[src/rtl/decoder_pkg.sv]
// decoder_pkg: shared state encodings, default code width and counter sizing helper
package decoder_pkg;
    typedef enum logic [1:0] {
        ST_IDLE = 2'd0,
        ST_HOLD = 2'd1,
        ST_SCAN = 2'd2
    } state_t;

    localparam int IN_W_DEF = 3;

    function automatic int clog2(input int v);
        int r;
        r = 0;
        while ((1 << r) < v) r++;
        return r;
    endfunction
endpackage

[src/rtl/decoder_3to8_seq_dwell_counter.sv]
// dwell_counter: counts enabled cycles and flags the last cycle of each DWELL-long period
module dwell_counter import decoder_pkg::*; #(
    parameter int DWELL = 100
) (
    input  logic clk,
    input  logic rst_n,
    input  logic clr,
    input  logic inc,
    output logic wrap
);
    localparam int W = (DWELL > 1) ? clog2(DWELL) : 1;

    logic [W-1:0] cnt;

    assign wrap = inc && cnt == W'(DWELL - 1);

    always_ff @(posedge clk or negedge rst_n)
        if (!rst_n)
            cnt <= '0;
        else if (clr || wrap)
            cnt <= '0;
        else if (inc)
            cnt <= cnt + 1'b1;
endmodule

[src/rtl/decoder_3to8_seq.sv]
// decoder_3to8_seq: registered binary-to-one-hot decoder with valid/ready intake
// and a self-running one-hot scan used as an encoder stimulus source
module decoder_3to8_seq import decoder_pkg::*; #(
    parameter  int IN_W  = IN_W_DEF,
    parameter  int DWELL = 100,
    localparam int OUT_W = 2 ** IN_W
) (
    input  logic             clk,
    input  logic             rst_n,
    input  logic             en,
    input  logic             in_valid,
    output logic             in_ready,
    input  logic [IN_W-1:0]  in_code,
    input  logic             start,
    output logic [OUT_W-1:0] out_onehot,
    output logic             out_valid,
    output logic             scan_done
);
    state_t          state;
    logic [IN_W-1:0] code;
    logic [IN_W-1:0] nxt_code;
    logic            accept;
    logic            scan_go;
    logic            wrap;

    assign in_ready = en && state != ST_SCAN && !start;
    assign accept   = in_valid && in_ready;
    assign scan_go  = en && start && state != ST_SCAN;
    assign nxt_code = code + 1'b1;

    dwell_counter #(.DWELL(DWELL)) u_dwell (
        .clk  (clk),
        .rst_n(rst_n),
        .clr  (scan_go),
        .inc  (en && state == ST_SCAN),
        .wrap (wrap)
    );

    // en low blanks the outputs but keeps state and code so the display resumes later
    always_ff @(posedge clk or negedge rst_n)
        if (!rst_n) begin
            state      <= ST_IDLE;
            code       <= '0;
            out_onehot <= '0;
            out_valid  <= 1'b0;
            scan_done  <= 1'b0;
        end else begin
            scan_done <= 1'b0;
            if (!en) begin
                out_onehot <= '0;
                out_valid  <= 1'b0;
            end else if (scan_go) begin
                state      <= ST_SCAN;
                code       <= '0;
                out_onehot <= OUT_W'(1);
                out_valid  <= 1'b1;
            end else if (accept) begin
                state      <= ST_HOLD;
                code       <= in_code;
                out_onehot <= OUT_W'(1) << in_code;
                out_valid  <= 1'b1;
            end else if (state == ST_SCAN && wrap && &code) begin
                state      <= ST_IDLE;
                code       <= '0;
                out_onehot <= '0;
                out_valid  <= 1'b0;
                scan_done  <= 1'b1;
            end else if (state == ST_SCAN && wrap) begin
                code       <= nxt_code;
                out_onehot <= OUT_W'(1) << nxt_code;
                out_valid  <= 1'b1;
            end else if (state != ST_IDLE) begin
                out_onehot <= OUT_W'(1) << code;
                out_valid  <= 1'b1;
            end
        end
endmodule

[config.mk]
export PLATFORM = sky130hd
export DESIGN_NAME = decoder_3to8_seq
export DESIGN_NICKNAME = d
export VERILOG_FILES = /design/src/rtl/decoder_pkg.sv /design/src/rtl/decoder_3to8_seq_dwell_counter.sv /design/src/rtl/decoder_3to8_seq.sv
export SDC_FILE = /design/constraint.sdc
export NUM_CORES = 1
export LEC_CHECK = 0
export CORE_MARGIN = 2
export CORE_UTILIZATION = 50
export DETAILED_ROUTE_END_ITERATION = 10
export PLACE_DENSITY = 0.72
export SYNTH_ARGS = -nofsm -noshare
export SYNTH_HDL_FRONTEND = slang
export SYNTH_SLANG_ARGS = --single-unit
[constraint.sdc]
create_clock -name clk -period 2.56 [get_ports clk]
set_input_delay 0.256 -clock clk [delete_from_list [all_inputs] [get_ports clk]]
set_output_delay 0.256 -clock clk [all_outputs]
set_load 0.05 [all_outputs]
Word level (Yosys, flattened, before mapping)
Index checks and enable logic that the tools add are counted.
{"block": "classes", "add_sub_neg": 2, "n_eq_ne": 4, "shifts": 3, "mux": 25, "reduce_logical": 18}
{"op": "8-bit two-way mux", "n": 6}
{"op": "1-bit by 3-bit << shifter with 8-bit output, first input constant", "n": 3}
{"op": "7-bit two-way mux", "n": 2}
{"op": "3-bit two-way mux", "n": 4}
{"op": "1-bit two-way mux", "n": 10}
{"op": "1-bit logical AND", "n": 9}
{"op": "7-bit by 1-bit adder with 7-bit output, second input constant", "n": 1}
{"op": "7-bit == test, second input constant", "n": 1}
{"op": "2-bit two-way mux", "n": 3}
{"op": "6-bit by 1-bit inequality test with 1-bit output, second input constant", "n": 1}
{"op": "2-bit AND reduction", "n": 2}
{"op": "2-bit nonzero test", "n": 2}
{"op": "4-bit nonzero test", "n": 1}
{"op": "3-bit by 1-bit adder with 3-bit output, second input constant", "n": 1}
{"op": "3-bit AND reduction", "n": 1}
{"op": "3-bit nonzero test", "n": 1}
{"op": "2-bit == test, second input constant", "n": 1}
{"op": "2-bit inequality test, second input constant", "n": 1}
{"op": "1-bit zero test", "n": 1}
{"op": "1-bit logical OR", "n": 1}
{"block": "totals", "ff_bits": 22, "inputBits": 8, "elab_cells": 58}

Longest topological paths before layout
Gate-level depths: netlist (run 1).
{"block": "logic_depth", "word_depth": 9, "depth_mapped": 7, "mapped_depth_nobuf": 6}

Hierarchy
A second synthesis (run 1) with hierarchy kept.
{"block": "hier_totals", "cells_unflattened": 132, "hier_area_um2": 1286.2}
{"module": "decoder_3to8_seq", "n_inst": 1, "cells_per_inst": 98, "area_per_inst_um2": 914.6, "seq_area_each_um2": 375.4}
{"module": "dwell_counter", "n_inst": 1, "cells_per_inst": 34, "area_per_inst_um2": 371.6, "seq_area_each_um2": 175.2}

Least setup slack after synthesis (run 1)
Ideal clock, no wire load.
{"block": "synth_timing", "path_type": "flip-flop to flip-flop", "startpoint": "register code[1]", "endpoint": "register out_onehot[0]", "setup_time_ns": 0.063, "arrival_ns": 1.939, "t_required_ns": 2.497, "path_slack_ns": 0.558, "stages_incl_launch_ff": 7, "n_path_buf": 0, "synth_period_minus_slack_ns": 2.002, "path_cell_list": "dfrtp_1 > ha_1 > ha_1 > or4b_2 > nor4_1 > o2111a_1 > or3b_2"}
{"block": "synth_via", "elab_chain_len": 7}
{"element": "from (decl)", "line": "decoder_3to8_seq.sv:20", "rtl": "logic [IN_W-1:0] code;"}
{"element": "from (signal assigned)", "line": "decoder_3to8_seq.sv:59", "rtl": "code <= in_code;"}
{"element": "from (signal assigned)", "line": "decoder_3to8_seq.sv:69", "rtl": "code <= nxt_code;"}
{"element": "3-bit by 1-bit adder with 3-bit output / 1-bit by 3-bit << shifter with 8-bit output (equally long branches)", "line": "decoder_3to8_seq.sv:29, decoder_3to8_seq.sv:73"}
{"element": "1-bit by 3-bit << shifter with 8-bit output / 8-bit two-way mux (equally long branches)", "line": "decoder_3to8_seq.sv:70, decoder_3to8_seq.sv:72"}
{"element": "8-bit two-way mux", "line": "decoder_3to8_seq.sv:68", "rtl": "end else if (state == ST_SCAN && wrap) begin"}
{"element": "8-bit two-way mux", "line": "decoder_3to8_seq.sv:62", "rtl": "end else if (state == ST_SCAN && wrap && &code) begin"}
{"element": "8-bit two-way mux", "line": "decoder_3to8_seq.sv:57", "rtl": "end else if (accept) begin"}
{"element": "8-bit two-way mux", "line": "decoder_3to8_seq.sv:52", "rtl": "end else if (scan_go) begin"}
{"element": "8-bit two-way mux", "line": "decoder_3to8_seq.sv:49", "rtl": "if (!en) begin"}
{"element": "to (signal assigned)", "line": "decoder_3to8_seq.sv:60", "rtl": "out_onehot <= OUT_W'(1) << in_code;"}
{"element": "to (signal assigned)", "line": "decoder_3to8_seq.sv:70", "rtl": "out_onehot <= OUT_W'(1) << nxt_code;"}
{"element": "to (signal assigned)", "line": "decoder_3to8_seq.sv:73", "rtl": "out_onehot <= OUT_W'(1) << code;"}
{"element": "to (decl)", "line": "decoder_3to8_seq.sv:15", "rtl": "output logic [OUT_W-1:0] out_onehot,"}
Several ways; a longest one is shown, not always the timed one. The select of a mux whose other input is x is not followed.
A chain may end at the register's enable or synchronous reset.

Final worst setup path (run 1)
Ends and elaborated chain as after synthesis.

==> results by group, run 1 <==
CTS
  • Clock Latency Late Sink: 0.30 ns
  • TritonCTS clock tree: yes
  • CTS Sinks: 22
  • Post-CTS setup buffers: 0
  • CTS Buf Count: 3
  • Max clock buf depth: 2
  • Clock slew at reported path FFs: approximately 0.12 ns
  • Clock Tree Root: clkbuf_4
  • Hold Buf Count CTS: 0
  • Post-CTS sizing: 0
  • H-tree Lvls: 1

Yosys
  • Synth Net Count: 153
  • Avg Cell Area, Syn: between 9 and 10 µm²
  • Syn Std Cell Area: ~1300 µm²
  • YS warnings: 0
  • Flop and latch count out of synthesis: 22
  • Register area share after synthesis: 0.419
  • Synth unique cells: 43
  • Cells after Synth: between 100 and 150

STA
  • Fmax: 0.457 GHz
  • Final Skew: ~0.0066 ns
  • Tmin final: 2.19 ns
  • Final setup vio count: 0
  • Max Slew Vio Count: 0
  • Fin. Hold Viols: 0
  • Total Neg Setup Slack: 0 ns
  • PnR worst setup slack: 0.373 ns
  • RSZ-0062 raised after global routing: false
  • Worst slew pin tran: between 0.5 and 0.6 ns
  • Tcrit/Tclk final: 0.854
  • Slew HR: 0.653

Routing
  • Remaining routing DRC violations: 0
  • Vias: about 1100
  • Avg WL per Cell: 15.6 µm
  • Starting DRT DRC Count: 38
  • Final WL: between 3 and 4 mm
  • DRT antenna net count: 0
  • Vias per std cell: a little under 6
  • DR pass1 iterations: 4

Floorplan
  • Core area: roughly 2500 µm²
  • Die height: approximately 55 µm
  • Row count: 18
  • Initial Util: 0.531
  • Die W: between 50 and 60 µm
  • # IOs: 19
  • Die area: just over 3000 µm²

Global route
  • Overall routing resource usage: 0.213
  • Antenna violations before repair: 0
  • First-pass GRT wire length: approximately 5.3 mm
  • GRT Residual Overflow: 0
  • Vias in the first global route: 1147
  • Largest net degree at the start of global routing: 23

Place
  • Final RePlAce weighted congestion: a little over 0.9
  • Post-detail-place hpwl: between 2 and 2.5 mm
  • Port Buf Inserts: 18
  • Placed cells: between 150 and 200
  • Pre-CTS setup slack: around 0.16 ns

Layout
  • P&R area growth vs syn: 20.3%
  • Share of layout cells above drive strength 1: 0.104
  • Fin nets: approximately 180
  • Non-Filler Instances: around 190
  • Ant diodes: 0

Hold path
  • Hold Path Class: primary input to asynchronous set/reset pin

Worst setup path
  • Crit path DAT: 2.44 ns
  • CP endpoint kind: flop
  • Crit Path Max Fanout: 6
  • Crit start category: flop
  • Worst Setup SP: code[1]
  • Worst reg2reg setup slack: around 0.37 ns
  • Worst R2R End: out_onehot[0]
  • Critical path class: flop to flop
  • R2r worst-path depth: 6
  • Worst setup path endpoint: out_onehot[0]
  • R2r startpoint: code[1]
  • Req. time, crit path: roughly 2.8 ns

Run status
  • Outcome: finished, final reports clean

Power
  • Peak VDD IR: approximately 0.00054 V
  • P_leak: 0.689 nW
  • Tot Pwr: ~1.4 mW
  • Pwr Density: between 800 and 900 nW/µm²

Flow run
  • Max-Cap Viols: 0
[routing by layer]
layer / vias to the layer above / part of all wire / routed length [µm] / global-route usage
li1: 569 / - / - / -
met1: 543 / 0.49 / 1470 / 0.306
met2: 33 / 0.47 / 1400 / 0.328
met3: 2 / 0.041 / 123 / 0.0351
met4: 0 / 0.0043 / 13 / 0.0662
met5: - / 0 / 0 / 0
[sequential cells by signal (all words and copies together), names as in the netlist]
signal,flops
code,3
out_valid,1
out_onehot,8
u_dwell.cnt,7
state,2
scan_done,1
[cell families (layout without fill, tap and decap cells)]
| group | after synthesis | count (layout) | synth area share |
|---|---|---|---|
| AO/OA/AOI/OAI | 24 | 24 | 0.140 |
| flip-flops | 22 | 22 | 0.419 |
| XOR/XNOR | 6 | 6 | 0.0400 |
| buffers and inverters | 9 | 30 | 0.0285 |
| adder cells (fa/ha/maj) | 3 | 3 | 0.0285 |
| AND/OR/NAND/NOR | 73 | 73 | 0.305 |
| multiplexers | 5 | 5 | 0.0390 |
[placed cells by master (no fill, tap or decap), types with 2 or more instances in the layout]
cell,instances
inv_1,2
nor3_1,6
nand2b_1,3
mux2i_1,4
or4_1,2
nor2_1,18
clkdlybuf4s50_1,17
a31oi_1,3
o22ai_1,2
dfrtp_1,22
xor2_1,3
xnor2_1,3
a221o_1,5
buf_4,7
or3b_2,2
ha_1,3
nand3_1,6
nor4_1,2
nand4_1,2
o21ai_0,5
and3b_1,2
nor2b_1,2
or3_1,3
nand2_1,16
clkbuf_4,3
[per-stage QoR]
stage | hold slack (ns) | area, µm² | utilization
2_1_floorplan | -0.0396 | 1320 | -
3_3_place_gp | 0.474 | 1550 | 0.624
3_5_place_dp | 0.484 | 1550 | 0.624
4_1_cts | 0.281 | 1580 | 0.638
5_1_grt | 0.308 | 1580 | 0.638
6_report | 0.275 | 1580 | 0.638
[final cells by class]
| type | count | area [µm²] |
|---|---|---|
| fillers | 220 | 896 |
| multi-input cells | 111 | 727 |
| flip-flops and latches | 22 | 551 |
| repair buffers | 24 | 223 |
| well taps | 30 | 37.5 |
| clock buffers | 4 | 36.3 |
| inverters | 2 | 7.51 |
[cells in the mapped netlist]
master | number | area, µm²
a211o_1 | 1 | 8.76
a221o_1 | 5 | 50.1
a31oi_1 | 3 | 18.8
a32oi_1 | 1 | 8.76
and2_1 | 1 | 6.26
and3_1 | 1 | 6.26
and3b_1 | 2 | 17.5
buf_2 | 3 | 15.0
clkbuf_1 | 4 | 15.0
dfrtp_1 | 22 | 551
ha_1 | 3 | 37.5
inv_1 | 2 | 7.51
mux2_2 | 1 | 11.3
mux2i_1 | 4 | 40.0
nand2_1 | 16 | 60.1
nand2b_1 | 3 | 18.8
nand3_1 | 6 | 30.0
nand3b_1 | 1 | 7.51
nand4_1 | 2 | 12.5
nand4b_4 | 1 | 23.8
nand4bb_1 | 1 | 11.3
nor2_1 | 18 | 67.6
nor2b_1 | 2 | 12.5
nor3_1 | 6 | 30.0
nor3b_1 | 1 | 7.51
nor4_1 | 2 | 12.5
nor4bb_1 | 1 | 10.0
o2111a_1 | 1 | 11.3
o2111ai_1 | 1 | 8.76
o211ai_1 | 1 | 7.51
o21ai_0 | 5 | 25.0
o21bai_1 | 1 | 7.51
o22ai_1 | 2 | 12.5
o31a_1 | 1 | 8.76
o31ai_1 | 1 | 7.51
o41ai_1 | 1 | 8.76
or2_2 | 1 | 6.26
or3_1 | 3 | 18.8
or3b_2 | 2 | 17.5
or4_1 | 2 | 15.0
or4b_2 | 1 | 10.0
xnor2_1 | 3 | 26.3
xor2_1 | 3 | 26.3
[worst min-delay path by stage]
stage	end	cells past startpoint	from
2_1_floorplan	code[0]	0	rst_n
3_3_place_gp	out_valid	2	out_valid
3_5_place_dp	out_valid	2	out_valid
4_1_cts	code[0]	2	rst_n
5_1_grt	u_dwell.cnt[4]	2	rst_n
6_report	out_onehot[3]	2	rst_n
[critical path: stages, from the launching register on]
cell and delay [ns]:
dfrtp_1 0.46, ha_1 0.21, ha_1 0.29, or4b_2 0.63
nor4_1 0.19, o2111a_1 0.25, or3b_2 0.12
[where the power goes]
| group | internal [mW] | switching, mW | total, mW |
|---|---|---|---|
| Sequential | 0.430 | 0.0983 | 0.528 |
| Clock | 0.0867 | 0.102 | 0.189 |
| Combinational | 0.273 | 0.384 | 0.657 |
(Power assumes the default switching activity.)
==> inputs of run 2 (changes only) <==
--- a/config.mk
+++ b/config.mk
@@ -9,6 +9,8 @@
 export CORE_UTILIZATION = 50
 export DETAILED_ROUTE_END_ITERATION = 10
 export PLACE_DENSITY = 0.72
+export RECOVER_POWER = 25
 export SYNTH_ARGS = -nofsm -noshare
 export SYNTH_HDL_FRONTEND = slang
 export SYNTH_SLANG_ARGS = --single-unit
+export TNS_END_PERCENT = 20
==> results by group, run 2 (synthesis results as in run 1) <==
Run status
  • Outcome: finished, final reports clean (unchanged)

Floorplan
  • Core area: 2480 µm² (unchanged)
  • Initial Util: 0.531 (unchanged)
  • Die height: 55.3 µm (unchanged)
  • Die area: 3060 µm² (unchanged)
  • # IOs: 19 (unchanged)
  • Row count: 18 (unchanged)
  • Die W: 55.3 µm (unchanged)

CTS
  • Clock Tree Root: clkbuf_4 (unchanged)
  • Hold Buf Count CTS: 0 (unchanged)
  • CTS Sinks: 22 (unchanged)
  • Max clock buf depth: 2 (unchanged)
  • Clock Latency Late Sink: 0.30 ns (about the same)
  • Clock slew at reported path FFs: 0.12 ns (about the same)
  • TritonCTS clock tree: yes (unchanged)
  • Post-CTS setup buffers: 0 (unchanged)
  • CTS Buf Count: 3 (unchanged)
  • H-tree Lvls: 1 (unchanged)
  • Post-CTS sizing: 0 (unchanged)

STA
  • Tmin final: 2.19 ns (about the same)
  • Final Skew: 0.00672 ns (was 0.00661 ns)
  • Fin. Hold Viols: 0 (unchanged)
  • Fmax: 0.457 GHz (about the same)
  • Max Slew Vio Count: 0 (unchanged)
  • RSZ-0062 raised after global routing: false (unchanged)
  • Slew HR: 0.220 (was 0.653)
  • Worst slew pin tran: 1.17 ns (was 0.520 ns)
  • Total Neg Setup Slack: 0 ns (unchanged)
  • Hold Slack: 0.514 ns (was 0.275 ns)
  • Tcrit/Tclk final: 0.854 (about the same)
  • Final setup vio count: 0 (unchanged)

Layout
  • Max reg flops: 8 (unchanged)
  • Fin nets: 175 (unchanged)
  • Most common cell after layout, fill and taps aside: dfrtp_1 (unchanged)
  • P&R area growth vs syn: 20.0% (was 20.3%)
  • Share of layout cells above drive strength 1: 0.0982 (was 0.104)
  • Ant diodes: 0 (unchanged)
  • Biggest regs: out_onehot: 8 flops, u_dwell.cnt: 7 flops, code: 3 flops (unchanged)
  • Most flops, register: out_onehot (unchanged)
  • Design area: 1580 µm² (about the same)
  • Most frequent cells in the layout: 22 x dfrtp_1, 18 x nor2_1, 16 x nand2_1, 16 x clkdlybuf4s50_1 (was 22 x dfrtp_1, 18 x nor2_1, 17 x clkdlybuf4s50_1)

Power
  • Pwr Density: 871 nW/µm² (was 869 nW/µm²)
  • Peak VDD IR: 0.000542 V (about the same)
  • P_leak: 0.685 nW (was 0.689 nW)

Global route
  • GRT Residual Overflow: 0 (unchanged)
  • Vias in the first global route: 1147 (unchanged)
  • Largest net degree at the start of global routing: 23 (unchanged)
  • Overall routing resource usage: 0.213 (unchanged)
  • Antenna violations before repair: 0 (unchanged)
  • First-pass GRT wire length: 5.28 mm (unchanged)

Routing
  • Vias per std cell: 5.94 (unchanged)
  • Final WL: 3.01 mm (was 3.00 mm)
  • Vias: 1147 (unchanged)
  • Remaining routing DRC violations: 0 (unchanged)
  • Avg WL per Cell: 15.6 µm (about the same)
  • Starting DRT DRC Count: 38 (unchanged)
  • DRT antenna net count: 0 (unchanged)
  • DR pass1 iterations: 4 (unchanged)

Place
  • Port Buf Inserts: 18 (unchanged)
  • Post-detail-place hpwl: 2.24 mm (unchanged)
  • Final RePlAce weighted congestion: 0.915 (unchanged)
  • DP Area: 1550 µm² (unchanged)

Worst setup path
  • Req. time, crit path: 2.82 ns (about the same)
  • Crit start category: flop (unchanged)
  • Crit path DAT: 2.44 ns (about the same)
  • Crit Path Max Fanout: 6 (unchanged)
  • Critical path class: flop to flop (unchanged)
  • CP endpoint kind: flop (unchanged)

Hold path
  • Hold Path Class: flop to flop (was primary input to asynchronous set/reset pin)

Flow run
  • Max-Cap Viols: 0 (unchanged)
==> run 2: cell type report <==
| cell class | instances | area [µm²] |
|---|---|---|
| fill | 219 | 900 |
| multi-input combinational | 111 | 727 |
| sequential | 22 | 551 |
| timing repair buffer | 24 | 219 |
| tap | 30 | 37.5 |
| clock buffer | 4 | 36.3 |
| inverter | 2 | 7.51 |
==> run 2: worst max-delay path, cell delays in order (launching register included) <==
cell and delay [ns]:
dfrtp_1 0.46, ha_1 0.21, ha_1 0.29, or4b_2 0.63, nor4_1 0.19, o2111a_1 0.25
or3b_2 0.12
==> run 2: final timing paths <==
| path | start | endpoint | slack (ns) | depth (start not counted) |
|---|---|---|---|---|
| worst max register to register | code[1] | out_onehot[0] | 0.37 | 6 |
| worst max-delay path | code[1] | out_onehot[0] | 0.37 | 6 |
| worst min-delay path | out_valid | out_valid | 0.51 | 2 |
| min in group asynchronous | rst_n | out_onehot[3] | 0.69 | 2 |
| worst min register to register | out_valid | out_valid | 0.51 | 2 |
| max in group asynchronous | rst_n | state[1] | 1.17 | 2 |
==> run 2: per-layer routing <==
metal / wire length, µm / share of wire / global-route usage
met4: 13 / 0.0043 / 0.0662
met1: 1480 / 0.49 / 0.306
met5: 0 / 0 / 0
met3: 111 / 0.037 / 0.0351
met2: 1400 / 0.46 / 0.328
==> run 2: power breakdown <==
part | internal (mW) | switching [mW] | total (mW)
Combinational | 0.272 | 0.384 | 0.656
Sequential | 0.430 | 0.0983 | 0.528
Clock | 0.0867 | 0.102 | 0.189
Total | 0.788 | 0.585 | 1.37
==> run 2: stage by stage <==
stage / total power, mW / worst slack [ns] / util / cells
6_report: 1.37 / 0.373 / 0.637 / 193
4_1_cts: 1.38 / 0.357 / 0.638 / 193
2_1_floorplan: 0.988 / 0.558 / - / 142
3_3_place_gp: 1.17 / 0.243 / 0.624 / 189
3_5_place_dp: 1.18 / 0.161 / 0.624 / 189
5_1_grt: 1.48 / 0.234 / 0.637 / 193
